### src/rtl/slv_i2c_pkg.sv
// Shared types and constants for the I2C slave register-bank controller.
package slv_i2c_pkg;

  typedef enum logic [4:0] {
    ST_IDLE  = 5'b00001,
    ST_PTR   = 5'b00010,
    ST_WDATA = 5'b00100,
    ST_RDATA = 5'b01000,
    ST_SKIP  = 5'b10000
  } state_e;

  localparam logic ACK  = 1'b0;
  localparam logic NACK = 1'b1;

  localparam logic [6:0] DEF_ADDR_SLV = 7'h3C;

endpackage

### src/rtl/slv_i2c_regfile.sv
// Register array with one prioritised write port (I2C over user) and two read ports.
module slv_i2c_regfile #(
  parameter int DATA_SZ = 8,
  parameter int REG_NUM = 16,
  parameter int PTR_W   = $clog2(REG_NUM)
) (
  input  logic               CLK,
  input  logic               RST_n,
  input  logic               I_I2C_WE,
  input  logic [PTR_W-1:0]   I_I2C_ADDR,
  input  logic [DATA_SZ-1:0] I_I2C_WDATA,
  input  logic               I_USR_WE,
  input  logic [PTR_W-1:0]   I_USR_ADDR,
  input  logic [DATA_SZ-1:0] I_USR_WDATA,
  input  logic [PTR_W-1:0]   I_PTR,
  output logic [DATA_SZ-1:0] O_PTR_RDATA,
  output logic [DATA_SZ-1:0] O_USR_RDATA,
  output logic               O_USR_COLL
);

  logic [DATA_SZ-1:0] regs_q [REG_NUM];
  logic               coll_q;
  logic               we_d;
  logic [PTR_W-1:0]   waddr_d;
  logic [DATA_SZ-1:0] wdata_d;

  // The I2C side cannot be stalled, so it always wins the single write port.
  always_comb begin
    we_d    = I_I2C_WE | I_USR_WE;
    waddr_d = I_I2C_WE ? I_I2C_ADDR  : I_USR_ADDR;
    wdata_d = I_I2C_WE ? I_I2C_WDATA : I_USR_WDATA;
  end

  always_ff @(posedge CLK or negedge RST_n) begin
    if (!RST_n) begin
      for (int i = 0; i < REG_NUM; i++) regs_q[i] <= '0;
      coll_q <= 1'b0;
    end else begin
      if (we_d) regs_q[waddr_d] <= wdata_d;
      coll_q <= I_I2C_WE & I_USR_WE;
    end
  end

  assign O_PTR_RDATA = regs_q[I_PTR];
  assign O_USR_RDATA = regs_q[I_USR_ADDR];
  assign O_USR_COLL  = coll_q;

endmodule

### src/rtl/slv_i2c_reg_ctrl.sv
// Decodes latched I2C command/data bytes, drives ACK/NACK and the auto-incrementing register pointer.
module slv_i2c_reg_ctrl
  import slv_i2c_pkg::*;
#(
  parameter int                 DATA_SZ  = 8,
  parameter logic [DATA_SZ-2:0] ADDR_SLV = DEF_ADDR_SLV,
  parameter int                 REG_NUM  = 16,
  localparam int                PTR_W    = $clog2(REG_NUM)
) (
  input  logic               CLK,
  input  logic               RST_n,
  input  logic [DATA_SZ-2:0] I_ADDR_SLV,
  input  logic               I_RW,
  input  logic [DATA_SZ-1:0] I_DATA_RD,
  input  logic               I_DATA_VL,
  input  logic               I_BUSY,
  input  logic               I_BYTE_TX,
  input  logic               I_ACK_MSTR,
  output logic               O_ACK,
  output logic [DATA_SZ-1:0] O_DATA_WR,
  output logic [PTR_W-1:0]   O_REG_PTR,
  output logic               O_WR_STB,
  output logic [PTR_W-1:0]   O_WR_ADDR,
  input  logic [PTR_W-1:0]   I_USR_ADDR,
  output logic [DATA_SZ-1:0] O_USR_RDATA,
  input  logic               I_USR_WE,
  input  logic [DATA_SZ-1:0] I_USR_WDATA,
  output logic               O_USR_COLL,
  output logic [4:0]         O_STATE
);

  localparam logic [DATA_SZ:0] REG_NUM_V = (DATA_SZ+1)'(REG_NUM);

  state_e             state_q;
  logic               vl_q;
  logic               busy_q;
  logic [PTR_W-1:0]   ptr_q;
  logic               ack_q;
  logic [DATA_SZ-1:0] data_q;
  logic               wr_stb_q;
  logic [PTR_W-1:0]   wr_addr_q;

  logic               ev;
  logic               busy_fall;
  logic               ptr_ok;
  logic               i2c_we_d;
  logic [DATA_SZ-1:0] ptr_rdata;

  assign ev        = I_DATA_VL & ~vl_q;
  assign busy_fall = busy_q & ~I_BUSY;
  assign ptr_ok    = {1'b0, I_DATA_RD} < REG_NUM_V;
  // End of transaction suppresses a data byte seen in the same cycle.
  assign i2c_we_d  = (state_q == ST_WDATA) && ev && !busy_fall;

  slv_i2c_regfile #(
    .DATA_SZ(DATA_SZ),
    .REG_NUM(REG_NUM),
    .PTR_W  (PTR_W)
  ) u_regfile (
    .CLK        (CLK),
    .RST_n      (RST_n),
    .I_I2C_WE   (i2c_we_d),
    .I_I2C_ADDR (ptr_q),
    .I_I2C_WDATA(I_DATA_RD),
    .I_USR_WE   (I_USR_WE),
    .I_USR_ADDR (I_USR_ADDR),
    .I_USR_WDATA(I_USR_WDATA),
    .I_PTR      (ptr_q),
    .O_PTR_RDATA(ptr_rdata),
    .O_USR_RDATA(O_USR_RDATA),
    .O_USR_COLL (O_USR_COLL)
  );

  always_ff @(posedge CLK or negedge RST_n) begin
    if (!RST_n) begin
      state_q   <= ST_IDLE;
      vl_q      <= 1'b0;
      busy_q    <= 1'b0;
      ptr_q     <= '0;
      ack_q     <= NACK;
      data_q    <= '0;
      wr_stb_q  <= 1'b0;
      wr_addr_q <= '0;
    end else begin
      vl_q     <= I_DATA_VL;
      busy_q   <= I_BUSY;
      wr_stb_q <= 1'b0;
      if (busy_fall) begin
        state_q <= ST_IDLE;
        ack_q   <= NACK;
      end else begin
        case (state_q)
          ST_IDLE: begin
            if (ev) begin
              if (I_ADDR_SLV == ADDR_SLV) begin
                ack_q <= ACK;
                if (I_RW) begin
                  state_q <= ST_RDATA;
                  data_q  <= ptr_rdata;
                end else begin
                  state_q <= ST_PTR;
                end
              end else begin
                ack_q   <= NACK;
                state_q <= ST_SKIP;
              end
            end
          end
          ST_PTR: begin
            if (ev) begin
              if (ptr_ok) begin
                ptr_q   <= I_DATA_RD[PTR_W-1:0];
                ack_q   <= ACK;
                state_q <= ST_WDATA;
              end else begin
                ack_q   <= NACK;
                state_q <= ST_SKIP;
              end
            end
          end
          ST_WDATA: begin
            if (ev) begin
              wr_stb_q  <= 1'b1;
              wr_addr_q <= ptr_q;
              ptr_q     <= ptr_q + PTR_W'(1);
              ack_q     <= ACK;
            end
          end
          ST_RDATA: begin
            // Track regs[ptr] every cycle so user writes show up on the byte being served.
            data_q <= ptr_rdata;
            if (I_BYTE_TX && (I_ACK_MSTR == ACK)) ptr_q <= ptr_q + PTR_W'(1);
          end
          ST_SKIP: ack_q <= NACK;
          default: begin
            state_q <= ST_IDLE;
            ack_q   <= NACK;
          end
        endcase
      end
    end
  end

  assign O_ACK     = ack_q;
  assign O_DATA_WR = data_q;
  assign O_REG_PTR = ptr_q;
  assign O_WR_STB  = wr_stb_q;
  assign O_WR_ADDR = wr_addr_q;
  assign O_STATE   = state_q;

endmodule

### config.mk
export PLATFORM = sky130hd
export DESIGN_NAME = slv_i2c_reg_ctrl
export DESIGN_NICKNAME = d
export VERILOG_FILES = /design/src/rtl/slv_i2c_pkg.sv /design/src/rtl/slv_i2c_regfile.sv /design/src/rtl/slv_i2c_reg_ctrl.sv
export SDC_FILE = /design/constraint.sdc
export NUM_CORES = 1
export LEC_CHECK = 0
export ABC_AREA = 1
export CAP_MARGIN = 20
export CORE_ASPECT_RATIO = 0.5
export CORE_MARGIN = 1.5
export CORE_UTILIZATION = 50
export CTS_CLUSTER_DIAMETER = 50
export CTS_CLUSTER_SIZE = 28
export DETAILED_ROUTE_END_ITERATION = 10
export GPL_TIMING_DRIVEN = 1
export MAX_ROUTING_LAYER = met4
export PLACE_DENSITY = 0.71
export SLEW_MARGIN = 10
export SYNTH_ARGS = -nofsm -noshare
export SYNTH_HDL_FRONTEND = slang
export SYNTH_HIERARCHICAL = 1
export SYNTH_SLANG_ARGS = --single-unit
### constraint.sdc
create_clock -name CLK -period 4.9 [get_ports CLK]
set_input_delay 0.98 -clock CLK [delete_from_list [all_inputs] [get_ports CLK]]
set_output_delay 0.98 -clock CLK [all_outputs]
set_load 0.005 [all_outputs]
# Word-level counts from Yosys, hierarchy flattened
# Index checks and enable logic that the tools add are counted.
[op_classes]
n_reduce_logical = 13
eq_ne = 18
n_addsub = 1
mux = 37
n_bitwise = 11
order_cmp = 5
[ops]
columns = ["op", "n"]
rows = [
  ["128-bit bitwise mux", 1],
  ["8-bit two-way mux", 9],
  ["8-bit binary-select mux with 4-bit select", 2],
  ["8-bit demux with 4-bit select", 1],
  ["5-bit two-way mux", 5],
  ["4-bit two-way mux", 6],
  ["2-bit inequality test, second input constant", 8],
  ["8-bit case mux with 2 select lines", 1],
  ["5-bit >= comparator, second input constant", 3],
  ["4-bit NOT with 5-bit output", 3],
  ["5-bit case mux with 3 select lines", 1],
  ["4-bit case mux with 3 select lines", 1],
  ["1-bit two-way mux", 9],
  ["3-bit inequality test, second input constant", 3],
  ["8-bit by 5-bit < comparator with 1-bit output, second input constant", 1],
  ["7-bit by 6-bit == test with 1-bit output, second input constant", 1],
  ["3-bit AND reduction", 2],
  ["6-bit AND reduction", 1],
  ["5-bit by 1-bit == test with 1-bit output, second input constant", 1],
  ["5-bit by 2-bit == test with 1-bit output, second input constant", 1],
  ["5-bit by 3-bit == test with 1-bit output, second input constant", 1],
  ["5-bit by 4-bit == test with 1-bit output, second input constant", 1],
  ["5-bit == test, second input constant", 1],
  ["5-bit by 1-bit < comparator with 1-bit output, second input constant", 1],
  ["other kinds (13)", 21],
]
[word_totals]
regBits = 154
output_inout_bits = 32
input_bits = 35

# Logic depth before layout (Yosys ltp)
# Gate-level depths: netlist of run 1.
[depth]
word_depth = 11
depth_mapped = 17

# Modules after synthesis
# The synthesis of run 1 kept the hierarchy.
[by_module_without_submodules]
columns = ["module", "cells_each", "area_per_inst_um2", "instances"]
rows = [
  ["slv_i2c_regfile", 1171, 8730.9, 1],
  ["slv_i2c_reg_ctrl", 186, 1395.1, 1],
]

# Worst setup path before layout of run 1
# No wires, ideal clock.
[synth_timing]
kind = "input port to output port"
from = "input I_USR_ADDR[1]"
to = "output O_USR_RDATA[1]"
path_stages = 7
path_slack_ns = 2.068
arrival_time_ns = 1.852
cell_sequence = "clkbuf_1 inv_2 buf_1 nand3_1 nand3_1 nand3_1 nand2_1"
[synth_via]
elab_chain_len = 4
[synth_rtl]
columns = ["element", "line", "source"]
rows = [
  ["from (decl)", "slv_i2c_reg_ctrl.sv:24", "input logic [PTR_W-1:0] I_USR_ADDR,"],
  ["4-bit NOT with 5-bit output (not written as such)", "slv_i2c_regfile.sv:45", "assign O_USR_RDATA = regs_q[I_USR_ADDR];"],
  ["8-bit binary-select mux with 4-bit select", "slv_i2c_regfile.sv:45", ""],
  ["8-bit two-way mux (not written as such) (2 in series)", "slv_i2c_regfile.sv:45", ""],
  ["to (decl)", "slv_i2c_reg_ctrl.sv:25", "output logic [DATA_SZ-1:0] O_USR_RDATA,"],
]
# No other way between the ends. The select of a mux whose other input is x is not followed.

# Final worst setup path of run 1
[layout_timing]
from = "input I_USR_ADDR[1]"
to = "output O_USR_RDATA[4]"
# Same word-level chain as after synthesis.

==> results of run 1 <==
[registers in the layout, summed over array words and instances, names as in the netlist, 4 cells and up]
| name | cells |
|---|---|
| u_regfile/regs_q | 128 |
| O_REG_PTR | 4 |
| O_WR_ADDR | 4 |
| O_STATE | 5 |
| O_DATA_WR | 8 |
[where the power goes]
part | internal (mW) | switching [mW] | total, mW | leakage (nW)
registers | 1.56 | 0.234 | 1.79 | 1.96
clock network | 0.741 | 0.523 | 1.26 | 0.273
logic | 0.844 | 1.52 | 2.36 | 3.72
total | 3.14 | 2.28 | 5.42 | 5.95
[layer usage]
metal / share of wire, % / GRT usage (%) / up-vias
li1: - / - / 4360
met1: 45 / 40.98 / 4245
met2: 43 / 39.56 / 523
met3: 11 / 8.055 / 33
met4: 1.3 / 7.721 / 0
met5: 0 / - / -
[logic make-up (layout without fill, tap and decap cells)]
family	Yosys count	in the layout
XOR/XNOR	1	1
buffers and inverters	242	280
flip-flops	154	154
AND/OR/NAND/NOR	817	817
adder cells (fa/ha/maj)	1	1
AO/OA/AOI/OAI	142	142
[synth_stat cells, types with 6 or more instances]
cell      instances  share of area [%]
inv_2             9               0.33
nor2_8            9                1.8
nand2_1         475                 18
buf_2             9               0.44
buf_1            11               0.41
clkbuf_1         28                1.0
buf_6            17                1.9
nor2_1           10               0.37
o21ai_2         128                 11
o21ai_4           6               0.96
nand2_4          22                2.4
nand2_2          39                2.4
nand3_1         247                 12
clkbuf_2          6               0.30
inv_1           154                5.7
dfrtp_1         152                 38
[final cells by class]
| type | instances | area share, % |
|---|---|---|
| sequential | 154 | 33.91 |
| multi-input combinational | 961 | 45.41 |
| clock buffer | 22 | 4.256 |
| tap | 266 | 2.926 |
| inverter | 167 | 5.587 |
| clock inverter | 8 | 0.6159 |
| timing repair buffer | 83 | 7.292 |
[worst paths after layout]
path | startpoint | end | slack, ns | depth (start not counted)
worst max-delay path | I_USR_ADDR[1] | O_USR_RDATA[4] | 0.93 | 7
worst min-delay path | u_regfile/regs_q[84]$_DFFE_PN0P_ | u_regfile/regs_q[84]$_DFFE_PN0P_ | 0.48 | 2
worst max register to register | O_STATE[1]$_DFFE_PN0P_ | u_regfile/regs_q[4]$_DFFE_PN0P_ | 1.96 | 12
worst min register to register | u_regfile/regs_q[84]$_DFFE_PN0P_ | u_regfile/regs_q[84]$_DFFE_PN0P_ | 0.48 | 2
max in group asynchronous | RST_n | u_regfile/regs_q[61]$_DFFE_PN0P_ | 3.25 | 2
min in group asynchronous | RST_n | O_DATA_WR[5]$_DFFE_PN0P_ | 0.67 | 1
[worst max-delay path, stage by stage]
cell and delay, ns:
clkdlybuf4s50_1 0.43, inv_2 0.53, nand3_1 0.17, nand3_1 0.11, nand3_1 0.13, nand2_1 0.10
clkdlybuf4s50_1 0.51
[cell usage in the layout, fill, tap and decap left out, types with 3 or more instances in the layout]
| cell | count |
|---|---|
| clkbuf_16 | 17 |
| nand2_4 | 22 |
| o21ai_1 | 3 |
| nand4_1 | 3 |
| o21ai_4 | 6 |
| nand2_2 | 39 |
| nor2_1 | 10 |
| dfrtp_1 | 151 |
| inv_2 | 9 |
| inv_1 | 154 |
| buf_4 | 14 |
| nor2_4 | 5 |
| clkdlybuf4s50_1 | 64 |
| clkbuf_8 | 4 |
| nand3_1 | 247 |
| nor2_8 | 9 |
| nand2_1 | 475 |
| clkinv_2 | 6 |
| o21ai_2 | 128 |
[stage by stage]
step	utilization, %	instances
2_1_floorplan	-	1357
3_3_place_gp	54.86	1629
3_5_place_dp	54.86	1629
4_1_cts	57.68	1659
5_1_grt	57.93	1661
6_report	57.93	1661
==> impl_metrics.py, run 1 <==
metrics = {
    "outcome": {
        "outcome": "finished clean",
    },
    "global_routing": {
        "grt_pass1_vias": 8459,
        "grt_pass1_wl_mm": 46.17,
        "antenna_found_initial": 0,
        "grt_max_degree": 106,
        "grt-ovfl-total": 0,
        "grtUsageTotal_pct": 28.70,
    },
    "floorplanning": {
        "die_w_um": 204.3,
        "die_area_um2": 21170,
        "dieHeight_um": 103.6,
        "coreArea_um2": 19640,
        "io-pin-count": 67,
        "fp-row-count": 36,
        "start_util_pct": 51.56,
    },
    "run": {
        "cap_violations": 0,
    },
    "clocking": {
        "cts_root_buffer": "clkbuf_16",
        "cts_tree": "done",
        "clk_latency_ns": 0.44,
        "htree_levels": 4,
        "clockBufferDepth": 2,
        "numCtsBuffers": 17,
        "cts_setup_buffers": 0,
        "clk_pin_slew_ns": 0.06,
        "cts.sinks": 154,
        "postCtsHoldBufs": 0,
        "cts-resized-gates": 0,
    },
    "yosys": {
        "synth_compound_area_share_pct": 12.58,
        "ys_ff_latch": 154,
        "yosysSeqAreaShare_pct": 38.08,
        "synth_edf_count": 0,
        "synthAdderAreaFrac_pct": 0.1236,
        "synth_mux_area_share_pct": 0,
        "synth_ff_type": "dfrtp_1",
        "synth_top_family_by_area": "simple AND/OR/NAND/NOR gates",
        "ys_async_sr_fraction_pct": 100.0,
        "syn_area_um2": 10130,
        "synthCells": 1357,
        "yosysWarnings": 6,
        "synth-xor-area-share_pct": 0.08649,
        "synth_area_per_cell_um2": 7.462,
        "synth-simple-area-share_pct": 38.23,
        "synth_cell_type_count": 36,
        "synth_nets": 1393,
    },
    "worst_setup_path": {
        "start_kind": "input pin",
        "required_ns": 3.92,
        "endpoint_kind": "output port",
        "crit_type": "in2out",
        "crit_fanout": 34,
        "arrival_ns": 2.99,
    },
    "placement": {
        "port_buffers": 66,
        "place.gp.congestion": 0.9453,
        "dpl-instance-area_um2": 10770,
        "dpl.hpwl_mm": 18.56,
        "dp_slack_ns": 0.8517,
    },
    "power_and_ir_drop": {
        "power.total_mw": 5.421,
        "power_density_nw_per_um2": 476.6,
        "leakage_nw": 5.951,
        "vdd_drop_max_uv": 321.2,
    },
    "sta": {
        "relSlewSlack_pct": 33.84,
        "holdWs_ns": 0.4789,
        "finalSetupViolCount": 0,
        "drv_slew": 0,
        "finalCritPeriodShare_pct": 80.95,
        "tightestPinTransition_ns": 0.9924,
        "hold_viol_final": 0,
        "skew_ns": 0.006090,
        "fmax_ghz": 0.2521,
        "rsz0062_at_grt": "false",
        "worst_slack_ns": 0.9334,
        "fin_tns_setup_ns": 0,
        "period_needed_ns": 3.967,
    },
    "detailed_routing": {
        "wl_mm": 28.33,
        "vias": 9161,
        "firstDrtPassIters": 8,
        "drt_iter0_drc": 1286,
        "route.detailed.drc": 0,
        "ant_nets": 0,
        "wl_per_cell_um": 17.06,
        "viasPerCell": 5.515,
    },
    "final_layout": {
        "fill_cells": 1795,
        "drive_above_1_share_pct": 20.00,
        "multi_input_area_um2": 5166,
        "area_growth_pct": 12.34,
        "register_area_um2": 3857,
        "final_area_um2": 11380,
        "num_antenna_cells": 0,
        "nets": 1420,
    },
    "worst_hold_path": {
        "hold_path.class": "reg2reg",
    },
}
(Power assumes the default switching activity.)
==> inputs of run 2 (changes only) <==
PLACE_DENSITY = 0.74   (was 0.71)
clock period = 3.6 ns   (was 4.9 ns; I/O delays follow)
==> run 2 against run 1 <==
Compared with the run above: critical path depth unchanged; combinational power increased by 36%; sequential share of layout area decreased by 0.52 points; register-to-register slack got worse by 1.0 ns; sequential power increased by 37%.
==> impl_metrics.py, run 2 (synthesis gave the netlist of run 1 again) <==
metrics = {
    "outcome": {
        "outcome": "finished clean",
    },
    "worst_setup_path": {
        "arrival_ns": 2.63,
        "required_ns": 2.88,
        "crit_fanout": 32,
        "endpoint_kind": "output port",
        "crit_type": "in2out",
        "start_kind": "input pin",
    },
    "detailed_routing": {
        "route.detailed.drc": 0,
        "ant_nets": 0,
        "wl_mm": 29.34,
        "firstDrtPassIters": 9,
        "wl_per_cell_um": 17.58,
        "vias": 9231,
        "viasPerCell": 5.531,
        "drt_iter0_drc": 919,
    },
    "run": {
        "cap_violations": 0,
    },
    "final_layout": {
        "largest_reg_flops": 128,
        "final_common_cell": "nand2_1",
        "num_antenna_cells": 0,
        "fill_cells": 1768,
        "layout_common_cells": "nand2_1, nand3_1, inv_1",
        "post-route-util_pct": 58.83,
        "nets": 1426,
        "drive_above_1_share_pct": 20.38,
        "area_growth_pct": 14.10,
        "regMostFlops": "u_regfile/regs_q",
    },
    "sta": {
        "hold_viol_final": 0,
        "rsz0062_at_grt": "false",
        "skew_ns": 0.01072,
        "fmax_ghz": 0.2989,
        "fin_tns_setup_ns": 0,
        "worst_slack_ns": 0.2545,
        "finalSetupViolCount": 0,
        "drv_slew": 0,
        "period_needed_ns": 3.346,
        "tightestPinTransition_ns": 0.9841,
        "relSlewSlack_pct": 34.32,
        "finalCritPeriodShare_pct": 92.93,
        "holdWs_ns": 0.2390,
    },
    "global_routing": {
        "grtUsageTotal_pct": 29.66,
        "grt_pass1_wl_mm": 47.78,
        "grt-ovfl-total": 0,
        "grt_pass1_vias": 8766,
        "grt_max_degree": 71,
        "antenna_found_initial": 0,
    },
    "clocking": {
        "cts_setup_buffers": 0,
        "cts-resized-gates": 0,
        "numCtsBuffers": 17,
        "cts.sinks": 154,
        "cts_root_buffer": "clkbuf_16",
        "postCtsHoldBufs": 0,
        "clk_pin_slew_ns": 0.06,
        "htree_levels": 4,
        "clk_latency_ns": 0.44,
        "clockBufferDepth": 2,
        "cts_tree": "done",
    },
    "floorplanning": {
        "die_w_um": 204.3,
        "io-pin-count": 67,
        "fp-row-count": 36,
        "coreArea_um2": 19640,
        "die_area_um2": 21170,
        "dieHeight_um": 103.6,
        "start_util_pct": 51.56,
    },
    "placement": {
        "dp_slack_ns": 0.2793,
        "dpl.hpwl_mm": 19.77,
        "port_buffers": 66,
        "place.gp.congestion": 0.9157,
    },
    "worst_hold_path": {
        "hold_path.class": "in2async",
    },
    "power_and_ir_drop": {
        "leakage_nw": 6.034,
        "vdd_drop_max_uv": 379.7,
        "power.total_mw": 7.748,
        "power_density_nw_per_um2": 670.6,
    },
}
==> run 2: cell types whose count changed in the layout (fill, tap and decap cells not counted), sizes merged <==
cell    previous run  this run
clkbuf            22        20
buf               19        25
clkinv             7         6
bufinv             1         6
==> run 2: final timing paths <==
kind                                                         end                            start  slack (ns)  depth (start not counted)
worst max register to register  u_regfile/regs_q[34]$_DFFE_PN0P_           O_STATE[2]$_DFFE_PN0P_        0.96                         14
worst min register to register   u_regfile/regs_q[2]$_DFFE_PN0P_  u_regfile/regs_q[2]$_DFFE_PN0P_        0.48                          2
min in group CLK                 u_regfile/regs_q[2]$_DFFE_PN0P_  u_regfile/regs_q[2]$_DFFE_PN0P_        0.48                          2
worst min-delay path                    O_DATA_WR[3]$_DFFE_PN0P_                            RST_n        0.24                          1
max in group asynchronous       u_regfile/regs_q[52]$_DFFE_PN0P_                            RST_n        2.53                          2
worst max-delay path                              O_USR_RDATA[7]                    I_USR_ADDR[1]        0.25                          7
==> run 2: critical path: stages <==
cell and delay [ns]:
clkdlybuf4s50_1 0.51, buf_4 0.39, nand3_1 0.14, nand3_1 0.11
nand3_1 0.11, nand2_1 0.11, clkdlybuf4s50_1 0.50
==> run 2: per-layer routing <==
| metal | global-route usage (%) | vias up | wire (um) |
|---|---|---|---|
| met4 | 8.403 | 0 | 470 |
| met3 | 8.622 | 47 | 3219 |
| met1 | 42.19 | 4306 | 13340 |
| met2 | 40.65 | 500 | 12310 |
| li1 | - | 4378 | - |
| met5 | - | - | 0 |
==> run 2: final cells by class <==
class	count	area (um^2)	share of cell area (%)
clock inverters	12	222.7	1.928
inverters	167	635.6	5.501
flip-flops and latches	154	3857	33.39
repair buffers	89	892.1	7.721
well taps	266	332.8	2.881
multi-input cells	961	5166	44.72
clock buffers	20	446.7	3.866
==> run 2: power by group <==
group          internal [mW]  switching [mW]  leakage, nW
Sequential              2.12           0.341         1.96
Clock                   1.32           0.756        0.320
Combinational           1.13            2.08         3.76
Total                   4.57            3.18         6.03
==> run 2: stage by stage <==
step           std cells  instance area (um^2)
2_1_floorplan       1357                 10130
3_3_place_gp        1637                 10880
3_5_place_dp        1637                 10880
4_1_cts             1669                 11550
5_1_grt             1669                 11550
6_report            1669                 11550
==> inputs of run 3 (changes only) <==
CAP_MARGIN = unset   (was 20)
==> results of run 3 <==
The final DEF is identical to that of run 2; final timing and power are the same.
